$ cat src/rtl/bcd_countdown2.sv
// Two-digit BCD down-counter with load, pause, borrow pulse and optional
// auto-reload of the last loaded value on expiry.
//
// state   | meaning
// IDLE    | after reset; waits for load, en ignored
// RUN     | counting down one step per cycle while en is high
// EXPIRED | reached 00 and borrowed with WRAP=0; waits for load
module bcd_countdown2 #(
  parameter bit         WRAP              = 1'b0,
  parameter logic [3:0] LOAD_DEFAULT_TENS = 4'h5,
  parameter logic [3:0] LOAD_DEFAULT_ONES = 4'h9
) (
  input  logic       clk,
  input  logic       rst,
  input  logic       load,
  input  logic [3:0] load_tens,
  input  logic [3:0] load_ones,
  input  logic       en,
  output logic [3:0] tens,
  output logic [3:0] ones,
  output logic       borrow,
  output logic       zero,
  output logic       busy
);

  typedef enum logic [1:0] {
    IDLE    = 2'b00,
    RUN     = 2'b01,
    EXPIRED = 2'b10
  } state_t;

  state_t     state;
  logic [3:0] shadow_tens;
  logic [3:0] shadow_ones;
  logic [3:0] clamp_tens;
  logic [3:0] clamp_ones;

  // Out-of-range load digits saturate to 9 so the digits always stay BCD.
  function automatic logic [3:0] bcd_clamp(input logic [3:0] d);
    return (d > 4'd9) ? 4'd9 : d;
  endfunction

  assign clamp_tens = bcd_clamp(load_tens);
  assign clamp_ones = bcd_clamp(load_ones);

  always_ff @(posedge clk) begin
    if (!rst) begin
      state       <= IDLE;
      tens        <= 4'd0;
      ones        <= 4'd0;
      shadow_tens <= bcd_clamp(LOAD_DEFAULT_TENS);
      shadow_ones <= bcd_clamp(LOAD_DEFAULT_ONES);
      borrow      <= 1'b0;
    end else begin
      borrow <= 1'b0;
      if (load) begin
        // A load takes priority over en; no step happens on a load cycle.
        tens        <= clamp_tens;
        ones        <= clamp_ones;
        shadow_tens <= clamp_tens;
        shadow_ones <= clamp_ones;
        state       <= RUN;
      end else begin
        case (state)
          RUN: begin
            if (en) begin
              if (ones != 4'd0) begin
                ones <= ones - 4'd1;
              end else if (tens != 4'd0) begin
                ones <= 4'd9;
                tens <= tens - 4'd1;
              end else begin
                borrow <= 1'b1;
                if (WRAP) begin
                  tens <= shadow_tens;
                  ones <= shadow_ones;
                end else begin
                  state <= EXPIRED;
                end
              end
            end
          end
          IDLE, EXPIRED: begin
            state <= state;
          end
          default: begin
            state <= IDLE;
          end
        endcase
      end
    end
  end

  assign zero = (tens == 4'd0) && (ones == 4'd0);
  assign busy = (state == RUN);

endmodule

$ cat config.mk
export PLATFORM = sky130hd
export DESIGN_NAME = bcd_countdown2
export DESIGN_NICKNAME = d
export VERILOG_FILES = /design/src/rtl/bcd_countdown2.sv
export SDC_FILE = /design/constraint.sdc
export NUM_CORES = 1
export LEC_CHECK = 0
export CORE_MARGIN = 2
export CORE_UTILIZATION = 45
export CTS_CLUSTER_SIZE = 12
export DETAILED_ROUTE_END_ITERATION = 10
export GPL_TIMING_DRIVEN = 0
export PLACE_DENSITY = 0.8
export SYNTH_ARGS = -nofsm -noshare
export SYNTH_HDL_FRONTEND = slang
export SYNTH_SLANG_ARGS = --single-unit
$ cat constraint.sdc
create_clock -name clk -period 4.35 [get_ports clk]
set_clock_uncertainty 0.05 [all_clocks]
set_input_delay 0.87 -clock clk [delete_from_list [all_inputs] [get_ports clk]]
set_output_delay 0.87 -clock clk [all_outputs]
set_load 0.005 [all_outputs]
==> out/results.ini <==
[yosys]
seq_area_frac_synth = 0.344
synth_top_area_frac = 0.344
avgSynthCellArea_um2 = 8.54
ys.flop_type = dfxtp_1
syn_area_um2 = 641
yosysTopAreaCell = dfxtp_1
netlist_instances = 75
yosysWarnings = 0
synth_nets = 88
ys_ff_latch = 11
synthArstFlopShare = 0
yosysMostFrequentCell = dfxtp_1
ys_types = 33
synth_edf_count = 0
synthTopCellsByArea = dfxtp_1 (34%), nor3_1 (6.3%), nand2_1 (5.3%)
synthTopCellsByCount = dfxtp_1 (11), nand2_1 (9), nor3_1 (8)

[global_routing]
grt_pass1_wl_um = 2430
gr-usage-all-layers = 0.176
grt_max_degree = 11
grt_overflow = 0
antenna_found_initial = 0
grt_pass1_vias = 587

[sta]
hold_viol = 0
slew_headroom = 0.797
setup-violations-final = 0
rsz0062_at_grt = no
finalCriticalPeriod_ns = 3.01
final.setup.tns_ns = 0
drv_slew = 0
finalCritPeriodShare = 0.691
worst_slew_pin_slew_ns = 0.303
timing.fmax_mhz = 332

[final_layout]
drive_gt1_frac = 0.129
syn_to_final_growth_pct = 41.4
layout.nets = 115
post-route-util = 0.688
multiInputGateArea_um2 = 390
register_area_um2 = 220
fill_cells = 107
diodes = 0

[cts]
htree_levels = 1
cts_buffers = 3
cts_num_sinks = 11
root_buffer = clkbuf_4
cts_hold_buf = 0
clk_pin_slew_ns = 0.07
cts_tree = done
cts_resized = 0
post_cts_buffers = 0
cts_buffer_depth = 2
clock_latency_ns = 0.27

[power]
clock_power_share = 0.273
internal-power_mw = 0.187
combPwrFrac = 0.284
seqPwrFrac = 0.443
p_leak_nw = 0.338
powerDensity_nw_per_um2 = 290
power.switching_mw = 0.0750
vdd_drop_max_v = 0.000259
swShare = 0.286

[critical_path]
end_kind = output pin
critPathTopFamily = simple AND/OR/NAND/NOR gates
slowest_delay_ns = 0.54
critPathKind = reg -> out
start_kind = register
crit_buf_inv = 2
cpMaxStageDelayCell = clkdlybuf4s50_1
required_ns = 3.43
crit_arrival_ns = 2.09
crit_chain = inv_1, ha_1, or3b_2, nor2_1, clkdlybuf4s50_1
cp_max_fo = 4

[min_path]
hold_path_class = reg -> reg

[run]
cap_violations = 0

[die]
die_y_um = 41.7
ios = 23
coreArea_um2 = 1320
dieWidth_um = 41.7
initial_utilization = 0.486
die_area_um2 = 1740
rows = 13

[placed_design]
place.gp.congestion = 0.851
hpwl_um = 1150
io_buffers = 22

[route]
drtPass1Iterations = 4
drc = 0
drt_wl_total_um = 1470
num_vias = 645
drt-initial-drc-count = 9
wl_per_cell_um = 12.7
avgViaCountPerCell = 5.56
ant_nets = 0

[outcome]
status = finished, final reports clean

-- routing by layer --
metal | track usage | up-vias | share of wire | wire length (um)
li1 | - | 330 | - | -
met1 | 0.223 | 297 | 0.47 | 692
met2 | 0.288 | 16 | 0.49 | 718
met3 | 0.0522 | 2 | 0.031 | 46
met4 | 0.0516 | 0 | 0.0082 | 12
met5 | 0 | - | 0 | 0
-- power groups by stage --
stage / registers (mW) / clock network (mW) / logic [mW]
CTS: 0.116 / 0.0729 / 0.0749
global placement: 0.118 / 0 / 0.0735
global route: 0.118 / 0.0782 / 0.0815
detailed placement: 0.118 / 0 / 0.0745
finish: 0.116 / 0.0716 / 0.0746
floorplan: 0.117 / 0 / 0.0410
-- final cells by class --
cell class,count,area share
Timing Repair Buffer,22,0.243
Buffer,1,0.0124
Inverter,5,0.0207
Tap cell,15,0.0207
Sequential cell,11,0.243
Clock buffer,4,0.0290
Multi-Input combinational cell,58,0.431
-- worst min-delay path: cells and delay by family (launching register included) --
kind,cells,cell delay [ns]
flops,1,0.33
simple gates,1,0.08
compound gates,1,0.06
-- cells in the final DEF (no fill, tap or decap), types with 2 or more instances in the layout --
| cell | synthesis | final |
|---|---|---|
| a21oi_1 | 3 | 3 |
| clkbuf_4 | 0 | 3 |
| clkdlybuf4s50_1 | 0 | 22 |
| dfxtp_1 | 11 | 11 |
| inv_1 | 5 | 5 |
| nand2_1 | 9 | 9 |
| nand2b_1 | 3 | 3 |
| nor2_1 | 5 | 5 |
| nor2b_1 | 2 | 2 |
| nor3_1 | 8 | 8 |
| o21a_1 | 3 | 3 |
| o21ai_0 | 2 | 2 |
| o22ai_1 | 2 | 2 |
-- logic make-up (layout without fill, tap and decap cells) --
kind of cell	Yosys count	in the layout	share of synthesized area
and+or+nand+nor	35	35	0.320
AOI/OAI and AO/OA	20	20	0.238
DFF	11	11	0.344
buffers and inverters	6	32	0.0469
adders and majority gates	1	1	0.0195
xor gates and xnor gates	1	1	0.0137
muxes	1	1	0.0176
-- per-stage QoR --
step	cell area, um2	cells	hold slack [ns]	total power [mW]	setup WS (ns)
floorplan	641	75	0.416	0.158	2.24
global placement	880	112	0.435	0.192	1.66
detailed placement	880	112	0.437	0.193	1.66
CTS	906	116	0.465	0.264	1.35
global route	906	116	0.479	0.277	1.26
finish	906	116	0.463	0.262	1.34
-- path summary, 6_finish.rpt --
| check | from | endpoint | slack [ns] | cells after the start |
|---|---|---|---|---|
| setup / recovery | tens[0] | zero | 1.34 | 5 |
| hold / removal | state[1] | state[1] | 0.46 | 2 |
| setup reg to reg | ones[0] | tens[1] | 2.43 | 4 |
| hold reg to reg | state[1] | state[1] | 0.46 | 2 |
-- sequential cells by signal, summed over array words and instances, names as in the netlist --
name and flops:
borrow 1, ones 4, state 2, tens 4
(Power assumes the default switching activity.)
